### config.mk
export PLATFORM = sky130hd
export DESIGN_NAME = ysyx_22050243_ifu_flat
export DESIGN_NICKNAME = d
export VERILOG_FILES = /design/src/rtl/ysyx_22050243_defs.sv /design/src/rtl/ysyx_22050243_ifu_if.sv /design/src/rtl/ysyx_22050243_pc_reg.sv /design/src/rtl/ysyx_22050243_ifu.sv /design/src/flat_wrapper.sv
export SDC_FILE = /design/constraint.sdc
export NUM_CORES = 1
export LEC_CHECK = 0
export CAP_MARGIN = 10
export CORE_ASPECT_RATIO = 1.75
export CORE_MARGIN = 2
export CORE_UTILIZATION = 30
export CTS_CLUSTER_SIZE = 20
export DETAILED_ROUTE_END_ITERATION = 7
export SLEW_MARGIN = 10
export SYNTH_ARGS = -nofsm -noshare
export SYNTH_HDL_FRONTEND = slang
export SYNTH_SLANG_ARGS = --single-unit
### constraint.sdc
create_clock -name clk -period 2.7 [get_ports clk]
set_clock_uncertainty 0.15 [all_clocks]
set_input_delay 0.405 -clock clk [delete_from_list [all_inputs] [get_ports clk]]
set_output_delay 0.405 -clock clk [all_outputs]
set_load 0.01 [all_outputs]
### src/rtl/ysyx_22050243_defs.sv
// Shared definitions for the ysyx_22050243 core: reset PC, instruction length
// and the fetch-unit state encoding.
package ysyx_22050243_defs;

  localparam logic [63:0] PC_START       = 64'h0000_0000_8000_0000;
  localparam int          INST_LEN_BYTES = 4;

  typedef enum logic [1:0] {
    IFU_IDLE = 2'd0,
    IFU_REQ  = 2'd1,
    IFU_WAIT = 2'd2,
    IFU_OUT  = 2'd3
  } ifu_state_e;

  function automatic logic is_misaligned(input logic [1:0] pc_lo);
    return pc_lo != 2'b00;
  endfunction

endpackage

### src/rtl/ysyx_22050243_ifu_if.sv
// Instruction-bus channel between the fetch unit (master) and instruction
// memory (slave): one request/response pair per fetch.
interface ysyx_22050243_ifu_if #(
  parameter int ADDR_WIDTH      = 64,
  parameter int IBUS_DATA_WIDTH = 32
);
  logic                       ireq_valid;
  logic                       ireq_ready;
  logic [ADDR_WIDTH-1:0]      ireq_addr;
  logic                       irsp_valid;
  logic [IBUS_DATA_WIDTH-1:0] irsp_data;
  logic                       irsp_err;

  modport master (
    output ireq_valid, ireq_addr,
    input  ireq_ready, irsp_valid, irsp_data, irsp_err
  );

  modport slave (
    input  ireq_valid, ireq_addr,
    output ireq_ready, irsp_valid, irsp_data, irsp_err
  );
endinterface

### src/rtl/ysyx_22050243_pc_reg.sv
// Program counter: async reset to PC_START, redirect load takes priority over
// the sequential +4 step (which wraps modulo 2^ADDR_WIDTH).
module ysyx_22050243_pc_reg
  import ysyx_22050243_defs::*;
#(
  parameter int                    ADDR_WIDTH = 64,
  parameter logic [ADDR_WIDTH-1:0] PC_START   = ADDR_WIDTH'(ysyx_22050243_defs::PC_START)
) (
  input  logic                  clk,
  input  logic                  rst_n,
  input  logic                  load,
  input  logic [ADDR_WIDTH-1:0] load_pc,
  input  logic                  inc,
  output logic [ADDR_WIDTH-1:0] pc
);

  always_ff @(posedge clk or negedge rst_n) begin
    if (!rst_n) begin
      pc <= PC_START;
    end else if (load) begin
      pc <= load_pc;
    end else if (inc) begin
      pc <= pc + ADDR_WIDTH'(INST_LEN_BYTES);
    end
  end

endmodule

### src/rtl/ysyx_22050243_ifu.sv
// Instruction fetch unit: one outstanding instruction-bus read, registered
// {inst, pc, fault} towards decode, and redirect handling with wrong-path discard.
module ysyx_22050243_ifu
  import ysyx_22050243_defs::*;
#(
  parameter int                    ADDR_WIDTH      = 64,
  parameter int                    IBUS_DATA_WIDTH = 32,
  parameter logic [ADDR_WIDTH-1:0] PC_START        = ADDR_WIDTH'(ysyx_22050243_defs::PC_START)
) (
  input  logic                       clk,
  input  logic                       rst_n,
  ysyx_22050243_ifu_if.master        ibus,
  input  logic                       redirect_valid,
  input  logic [ADDR_WIDTH-1:0]      redirect_pc,
  output logic                       out_valid,
  input  logic                       out_ready,
  output logic [IBUS_DATA_WIDTH-1:0] out_inst,
  output logic [ADDR_WIDTH-1:0]      out_pc,
  output logic                       out_fault
);

  ifu_state_e            state_q, state_d;
  logic                  discard_q, discard_d;
  logic [ADDR_WIDTH-1:0] pc;
  logic                  pc_inc;
  logic                  misaligned;
  logic                  req_hs;
  logic                  out_valid_d;
  logic                  load_rsp;
  logic                  load_fault;

  ysyx_22050243_pc_reg #(
    .ADDR_WIDTH (ADDR_WIDTH),
    .PC_START   (PC_START)
  ) u_pc_reg (
    .clk     (clk),
    .rst_n   (rst_n),
    .load    (redirect_valid),
    .load_pc (redirect_pc),
    .inc     (pc_inc),
    .pc      (pc)
  );

  // A misaligned pc never reaches the bus; it is reported as a fault instead.
  assign misaligned      = is_misaligned(pc[1:0]);
  assign ibus.ireq_valid = (state_q == IFU_REQ) && !misaligned;
  assign ibus.ireq_addr  = pc;
  assign req_hs          = ibus.ireq_valid && ibus.ireq_ready;

  always_ff @(posedge clk or negedge rst_n) begin
    if (!rst_n) begin
      state_q   <= IFU_IDLE;
      discard_q <= 1'b0;
    end else begin
      state_q   <= state_d;
      discard_q <= discard_d;
    end
  end

  always_comb begin
    state_d     = state_q;
    discard_d   = discard_q;
    pc_inc      = 1'b0;
    out_valid_d = out_valid;
    load_rsp    = 1'b0;
    load_fault  = 1'b0;
    case (state_q)
      IFU_IDLE: state_d = IFU_REQ;
      IFU_REQ: begin
        // Redirect wins; an accepted request becomes a wrong-path fetch.
        if (redirect_valid) begin
          if (req_hs) begin
            discard_d = 1'b1;
            state_d   = IFU_WAIT;
          end
        end else if (misaligned) begin
          load_fault  = 1'b1;
          out_valid_d = 1'b1;
          state_d     = IFU_OUT;
        end else if (req_hs) begin
          state_d = IFU_WAIT;
        end
      end
      IFU_WAIT: begin
        if (ibus.irsp_valid) begin
          if (redirect_valid || discard_q) begin
            discard_d = 1'b0;
            state_d   = IFU_REQ;
          end else begin
            load_rsp    = 1'b1;
            pc_inc      = 1'b1;
            out_valid_d = 1'b1;
            state_d     = IFU_OUT;
          end
        end else if (redirect_valid) begin
          discard_d = 1'b1;
        end
      end
      IFU_OUT: begin
        if (redirect_valid || out_ready) begin
          out_valid_d = 1'b0;
          state_d     = IFU_REQ;
        end
      end
    endcase
  end

  always_ff @(posedge clk or negedge rst_n) begin
    if (!rst_n) begin
      out_valid <= 1'b0;
      out_inst  <= '0;
      out_pc    <= '0;
      out_fault <= 1'b0;
    end else begin
      out_valid <= out_valid_d;
      if (load_rsp) begin
        out_inst  <= ibus.irsp_data;
        out_pc    <= pc;
        out_fault <= ibus.irsp_err;
      end else if (load_fault) begin
        out_inst  <= '0;
        out_pc    <= pc;
        out_fault <= 1'b1;
      end
    end
  end

endmodule

### src/flat_wrapper.sv
// flat-port wrapper written by rule: the top's interface ports become plain ports
module ysyx_22050243_ifu_flat import ysyx_22050243_defs::*;
#(
  parameter int                    ADDR_WIDTH      = 64,
  parameter int                    IBUS_DATA_WIDTH = 32,
  parameter logic [ADDR_WIDTH-1:0] PC_START        = ADDR_WIDTH'(ysyx_22050243_defs::PC_START)
)
  (clk, rst_n, redirect_valid, redirect_pc, out_valid, out_ready, out_inst, out_pc, out_fault, ibus_ireq_valid, ibus_ireq_addr, ibus_ireq_ready, ibus_irsp_valid, ibus_irsp_data, ibus_irsp_err);
  ysyx_22050243_ifu_if #(.ADDR_WIDTH(ADDR_WIDTH), .IBUS_DATA_WIDTH(IBUS_DATA_WIDTH)) ibus_i ();
  input  logic clk;
  input  logic rst_n;
  input  logic redirect_valid;
  input  logic [ADDR_WIDTH-1:0] redirect_pc;
  output logic out_valid;
  input  logic out_ready;
  output logic [IBUS_DATA_WIDTH-1:0] out_inst;
  output logic [ADDR_WIDTH-1:0] out_pc;
  output logic out_fault;
  output wire logic [$bits(ibus_i.ireq_valid)-1:0] ibus_ireq_valid;
  output wire logic [$bits(ibus_i.ireq_addr)-1:0] ibus_ireq_addr;
  input wire logic [$bits(ibus_i.ireq_ready)-1:0] ibus_ireq_ready;
  input wire logic [$bits(ibus_i.irsp_valid)-1:0] ibus_irsp_valid;
  input wire logic [$bits(ibus_i.irsp_data)-1:0] ibus_irsp_data;
  input wire logic [$bits(ibus_i.irsp_err)-1:0] ibus_irsp_err;
  assign ibus_ireq_valid = ibus_i.ireq_valid;
  assign ibus_ireq_addr = ibus_i.ireq_addr;
  assign ibus_i.ireq_ready = ibus_ireq_ready;
  assign ibus_i.irsp_valid = ibus_irsp_valid;
  assign ibus_i.irsp_data = ibus_irsp_data;
  assign ibus_i.irsp_err = ibus_irsp_err;
  ysyx_22050243_ifu #(.ADDR_WIDTH(ADDR_WIDTH), .IBUS_DATA_WIDTH(IBUS_DATA_WIDTH), .PC_START(PC_START)) u_core (.clk(clk), .rst_n(rst_n), .ibus(ibus_i), .redirect_valid(redirect_valid), .redirect_pc(redirect_pc), .out_valid(out_valid), .out_ready(out_ready), .out_inst(out_inst), .out_pc(out_pc), .out_fault(out_fault));
endmodule
* After elaboration in Yosys (flattened, before gate mapping)
Index checks and enable logic that the tools add are counted.
Cells by class: add/subtract/negate cells 1, eq/ne operators 12, multiplexer cells 33, reductions and logical operators 14
Operator list (count):
- 64-bit two-way mux | 4
- 64-bit by 3-bit adder with 64-bit output, second input constant | 1
- 32-bit two-way mux | 2
- 1-bit two-way mux | 18
- 2-bit two-way mux | 6
- 2-bit inequality test, second input constant | 4
- 2-bit case mux with 4 select lines | 1
- 2-bit nonzero test | 4
- 2-bit by 1-bit inequality test with 1-bit output, second input constant | 3
- 6-bit AND reduction | 1
- 5-bit AND reduction | 1
- 2-bit == test, second input constant | 2
- 3-bit by 2-bit inequality test with 1-bit output, second input constant | 1
- 3-bit inequality test, second input constant | 1
- 1-bit case mux with 3 select lines | 1
- 3-bit nonzero test | 1
- 2-bit by 1-bit == test with 1-bit output, second input constant | 1
- 1-bit logical AND | 2
- 2-bit zero test | 1
- 1-bit logical OR | 2
- 1-bit case mux with 2 select lines | 1
- 2-bit AND reduction | 1
- 1-bit zero test | 1
Storage, ports and cells: flip-flop bits (word level) 165, input bits 103, output and inout port bits 163, word-level logic and storage cells 67

* Depth between registers and ports, before layout
Gate-level depths: netlist of run 1.
word-level depth 8, depth in mapped cells 10, depth with buffers taken out 7

* Hierarchy
From an unflattened synthesis of run 1, not the netlist that was laid out.
Second synthesis, totals: cell total of the unflattened synthesis 743, area total of the unflattened synthesis 8015.2 um^2
Modules (own cells, without submodules):
- ysyx_22050243_ifu | instances 1, cells each 313, area an instance 4245.3 um^2, seq. area each 2527.4 um^2
- ysyx_22050243_pc_reg | instances 1, cells each 430, area an instance 3769.9 um^2, seq. area each 1602.8 um^2

* Worst setup path before layout of run 1
Ideal clock, no wire load.
kind register to register, start point register u_core.state_q[0], end point register u_core.u_pc_reg.pc[47], data arrival time 2.248 ns, data required time 2.463 ns, setup slack 0.216 ns, stages on the path, launching flop included 9, path buffers 1, clock period less this slack 2.484 ns, cells stage by stage dfrtp_1 -> inv_1 -> ha_1 -> clkbuf_1 -> nand4bb_1 -> nor4_2 -> nand2_1 -> or3_1 -> o211ai_1
Between the ends: longest elaborated chain between the ends 3
Ends and longest elaborated chain:
- start, declared | line ysyx_22050243_ifu.sv:22 | ifu_state_e state_q, state_d;
- start signal, assigned | line ysyx_22050243_ifu.sv:55 | state_q <= state_d;
- 2-bit == test | line ysyx_22050243_ifu.sv:67 | case (state_q)
- 1-bit two-way mux | line ysyx_22050243_ifu.sv:67
- 2-bit nonzero test (no line)
- end signal, assigned | line ysyx_22050243_pc_reg.sv:21 | pc <= load_pc;
- end signal, assigned | line ysyx_22050243_pc_reg.sv:23 | pc <= pc + ADDR_WIDTH'(INST_LEN_BYTES);
- end, declared | line ysyx_22050243_pc_reg.sv:14 | output logic [ADDR_WIDTH-1:0] pc
Every way passes these cells. A chain may end at the register's enable or synchronous reset.

* Worst setup path in the final report of run 1
start point register u_core.u_pc_reg.pc[9], end point register u_core.u_pc_reg.pc[36]
Between the ends: longest elaborated chain between the ends 3
Ends and longest elaborated chain:
- 64-bit by 3-bit adder with 64-bit output | line ysyx_22050243_pc_reg.sv:23
- 64-bit two-way mux | line ysyx_22050243_pc_reg.sv:22 | end else if (inc) begin
- 64-bit two-way mux | line ysyx_22050243_pc_reg.sv:20 | end else if (load) begin
Every way passes these cells. The select of a mux whose other input is x is not followed.

==> flow_summary_export.csv, run 1 <==
group,metric,value,unit
die,initial_core_util,30.5,%
timing,tns,0,ns
cts,clock_path_buffers,2,
die,num_rows,77,
timing,grt_setup_unrepaired,"false",
yosys,synth.net_count,814,
yosys,syn_area_per_cell,10.9,um^2
power_and_ir_drop,finalPower,9.25,mW
run_status,outcome,"finished clean",
yosys,synth_area,7730,um^2
drt,avgRoutedWirePerCell,19.9,um
yosys,syn_inst,707,
yosys,synth-edff-count,0,
critical_path,critPathMaxFanout,8,
final_layout,antennaDiodeCount,0,
cts,numCtsBuffers,17,
final_layout,area_delta_synth_final,52.6,%
die,die_h,216,um
final_layout,utilization,46.6,%
cts,post-cts-setup-buffer-count,0,
yosys,yosys_warnings,0,
cts,clock_latency,0.45,ns
critical_path,end_kind,"register",
timing,hold_violations,0,
timing,worstMarginPinSlew,0.623,ns
power_and_ir_drop,peakVddDrop,0.501,mV
global_route,grt_remaining_overflow,0,
critical_path,cp_data_arrival_time,2.64,ns
critical_path,startpoint_type,"register",
die,die_w,125,um
timing,period_share,89.6,%
drt,drtIter0Drc,344,
final_layout,num-fill-cells,2394,
critical_path,crit_type,"register to register",
timing,slew_violations,0,
timing,clock.fmax,413,MHz
timing,hold_slack,0.187,ns
yosys,synth_cell_types,58,
drt,wirelength,26900,um
drt,ant_nets,0,
power_and_ir_drop,p_leak,4.78,nW
cts,cts_tree,"yes",
placement,placed_cell_area,11200,um^2
final_layout,final_area,11800,um^2
yosys,synth_seq_cells,165,
die,die_area,27100,um^2
placement,port-buffer-count,265,
cts,cts_sinks,165,
global_route,grt_pass1_wl,41800,um
cts,clkTransAtPathRegs,0.07,ns
power_and_ir_drop,p_per_area,784,nW/um^2
yosys,async_flop_share,100,%
run,cap_violations,0,
drt,via_per_inst,5.24,
placement,hpwl,20400,um
global_route,grt_start_max_net_pins,60,
global_route,grt_usage,20.1,%
drt,vias,7079,
global_route,grt_pass1_vias,7263,
yosys,synth_flop_cell,"dfrtp_1",
final_layout,multi_input_area,3430,um^2
yosys,synth_seq_area_share,53.4,%
global_route,antenna_found_initial,0,
die,core_area,25300,um^2
critical_path,worstPathRequired,2.92,ns
final_layout,nNetsFinal,1128,
placement,routabilityCongestion,0.918,
cts,cts-root-buf,"clkbuf_16",
drt,drc_errors,0,
drt,first_pass_iters,4,
final_layout,drive_above_1_share,17.6,%
final_layout,seqCellArea,4130,um^2
timing,setup_viol,0,
timing,relSlewSlack,58.3,%
worst_hold_path,hp-class,"input port to register",
cts,htree_levels,4,
timing,fin_crit,2.42,ns
die,num_io_pins,266,
-- flip-flops by register name, summed over array words and instances, names as in the netlist --
register and cells:
u_core.out_fault 1, u_core.out_pc 64, u_core.state_q 2, u_core.discard_q 1, u_core.out_valid 1, u_core.out_inst 32
u_core.u_pc_reg.pc 64
-- synth_stat cells, types with 3 or more instances --
library cell | instances | share of area (%)
xnor2_1 | 6 | 0.68
xor2_1 | 18 | 2.0
a31o_2 | 3 | 0.34
nand2_1 | 80 | 3.9
nor4_2 | 3 | 0.49
nand3_1 | 30 | 1.9
o211ai_1 | 23 | 2.2
inv_1 | 13 | 0.63
or4_1 | 5 | 0.49
clkbuf_1 | 26 | 1.3
a22o_1 | 32 | 3.6
dfrtp_1 | 164 | 53
buf_2 | 5 | 0.32
a31oi_1 | 11 | 0.89
o21ai_0 | 35 | 2.3
nand4_1 | 39 | 3.2
and3_1 | 11 | 0.89
nor2_1 | 30 | 1.5
mux2_2 | 68 | 9.9
nor3_1 | 10 | 0.65
o311ai_0 | 7 | 0.79
or2_2 | 3 | 0.24
nand2b_1 | 5 | 0.40
a21oi_1 | 4 | 0.26
and4_1 | 3 | 0.34
and2_1 | 8 | 0.65
ha_1 | 4 | 0.65
or3_1 | 15 | 1.2
nor4_1 | 13 | 1.1
-- layout make-up --
class,count,share of cell area (%)
clock buffer,19,3.84
sequential,165,35.0
multi-input combinational,496,29.1
tap,316,3.35
timing repair buffer,327,26.7
inverter,14,0.445
clock inverter,13,1.53
-- cells in the final DEF (no fill, tap or decap), types with 5 or more instances in the layout --
master and n:
and3_1 11, a31oi_1 11, or4_1 5, nand3_1 30, dfrtp_1 164, xor2_1 18
nand4_1 39, o311ai_0 7, xnor2_1 6, a22o_1 32, nor4_1 13, o211ai_1 23
inv_1 13, mux2_2 68, clkdlybuf4s50_1 262, nor3_1 10, o21ai_0 35, nand2_1 80
nor2_1 29, clkbuf_16 17, and2_1 8, or3_1 15, buf_4 58
-- report_power, final --
part           internal, mW  switching (mW)  total (mW)
Sequential             3.08           0.402        3.48
Combinational          1.86            1.25        3.11
Clock                  1.59            1.07        2.66
-- cells by family after synthesis --
group,count (synthesis),synth area share (%)
AO/OA/AOI/OAI,130,12.0
flip-flops,165,53.4
multiplexers,69,10.0
adder cells (fa/ha/maj),4,0.647
buffers and inverters,46,2.31
AND/OR/NAND/NOR,269,18.9
XOR/XNOR,24,2.72
-- worst max-delay path, cell delays in order (launching register included) --
cell and delay (ns):
dfrtp_1 0.47, nand3_2 0.27, nor4_4 0.49, nand4_2 0.34, or3_1 0.42, a31oi_1 0.18
-- per-stage QoR --
step           setup slack [ns]  instances
2_1_floorplan             0.216        707
3_3_place_gp             0.0662       1317
3_5_place_dp             0.0296       1317
4_1_cts                   0.112       1350
5_1_grt                  0.0977       1350
6_report                  0.281       1350
-- timing repair --
action / 4_1_cts / 5_1_grt
endpoints found under the hold margin: 53 / 0
hold buffers: 1 / 0
setup endpoints to repair: 0 / 1
gates resized for setup: 0 / 1
-- per-layer routing --
layer | track usage [%] | routed length [um]
met1 | 21.6 | 9900
met2 | 36.4 | 14600
met3 | 5.38 | 1440
met4 | 9.30 | 988
met5 | 0 | 0
-- worst paths after layout --
| check | startpoint | to | slack (ns) | cells past startpoint |
|---|---|---|---|---|
| max in group asynchronous | rst_n | u_core.u_pc_reg.pc[36]$_DFFE_PN0N_ | 1.29 | 3 |
| setup / recovery | u_core.u_pc_reg.pc[9]$_DFFE_PN0N_ | u_core.u_pc_reg.pc[36]$_DFFE_PN0N_ | 0.28 | 5 |
| setup reg to reg | u_core.u_pc_reg.pc[9]$_DFFE_PN0N_ | u_core.u_pc_reg.pc[36]$_DFFE_PN0N_ | 0.28 | 5 |
| min in group asynchronous | rst_n | u_core.out_pc[11]$_DFFE_PN0P_ | 0.34 | 2 |
| hold reg to reg | u_core.out_inst[10]$_DFFE_PN0P_ | u_core.out_inst[10]$_DFFE_PN0P_ | 0.35 | 1 |
| hold / removal | redirect_valid | u_core.u_pc_reg.pc[15]$_DFFE_PN0N_ | 0.19 | 3 |
Note: power is estimated with default switching activity, not from simulation.
==> run 2: changes to the inputs <==
--- a/config.mk
+++ b/config.mk
@@ -11,7 +11,7 @@
 export CORE_UTILIZATION = 30
 export CTS_CLUSTER_SIZE = 20
 export DETAILED_ROUTE_END_ITERATION = 7
-export SLEW_MARGIN = 10
+export SLEW_MARGIN = 20
 export SYNTH_ARGS = -nofsm -noshare
 export SYNTH_HDL_FRONTEND = slang
 export SYNTH_SLANG_ARGS = --single-unit
==> results of run 2 <==
No change in the layout: final DEF, timing and power equal those of run 1.
==> run 3: changes to the inputs <==
--- a/config.mk
+++ b/config.mk
@@ -9,7 +9,7 @@
 export CORE_ASPECT_RATIO = 1.75
 export CORE_MARGIN = 2
 export CORE_UTILIZATION = 30
-export CTS_CLUSTER_SIZE = 20
+export CTS_CLUSTER_SIZE = 25
 export DETAILED_ROUTE_END_ITERATION = 7
 export SLEW_MARGIN = 20
 export SYNTH_ARGS = -nofsm -noshare
==> results of run 3 <==
No change in the layout: final DEF, timing and power equal those of run 1.
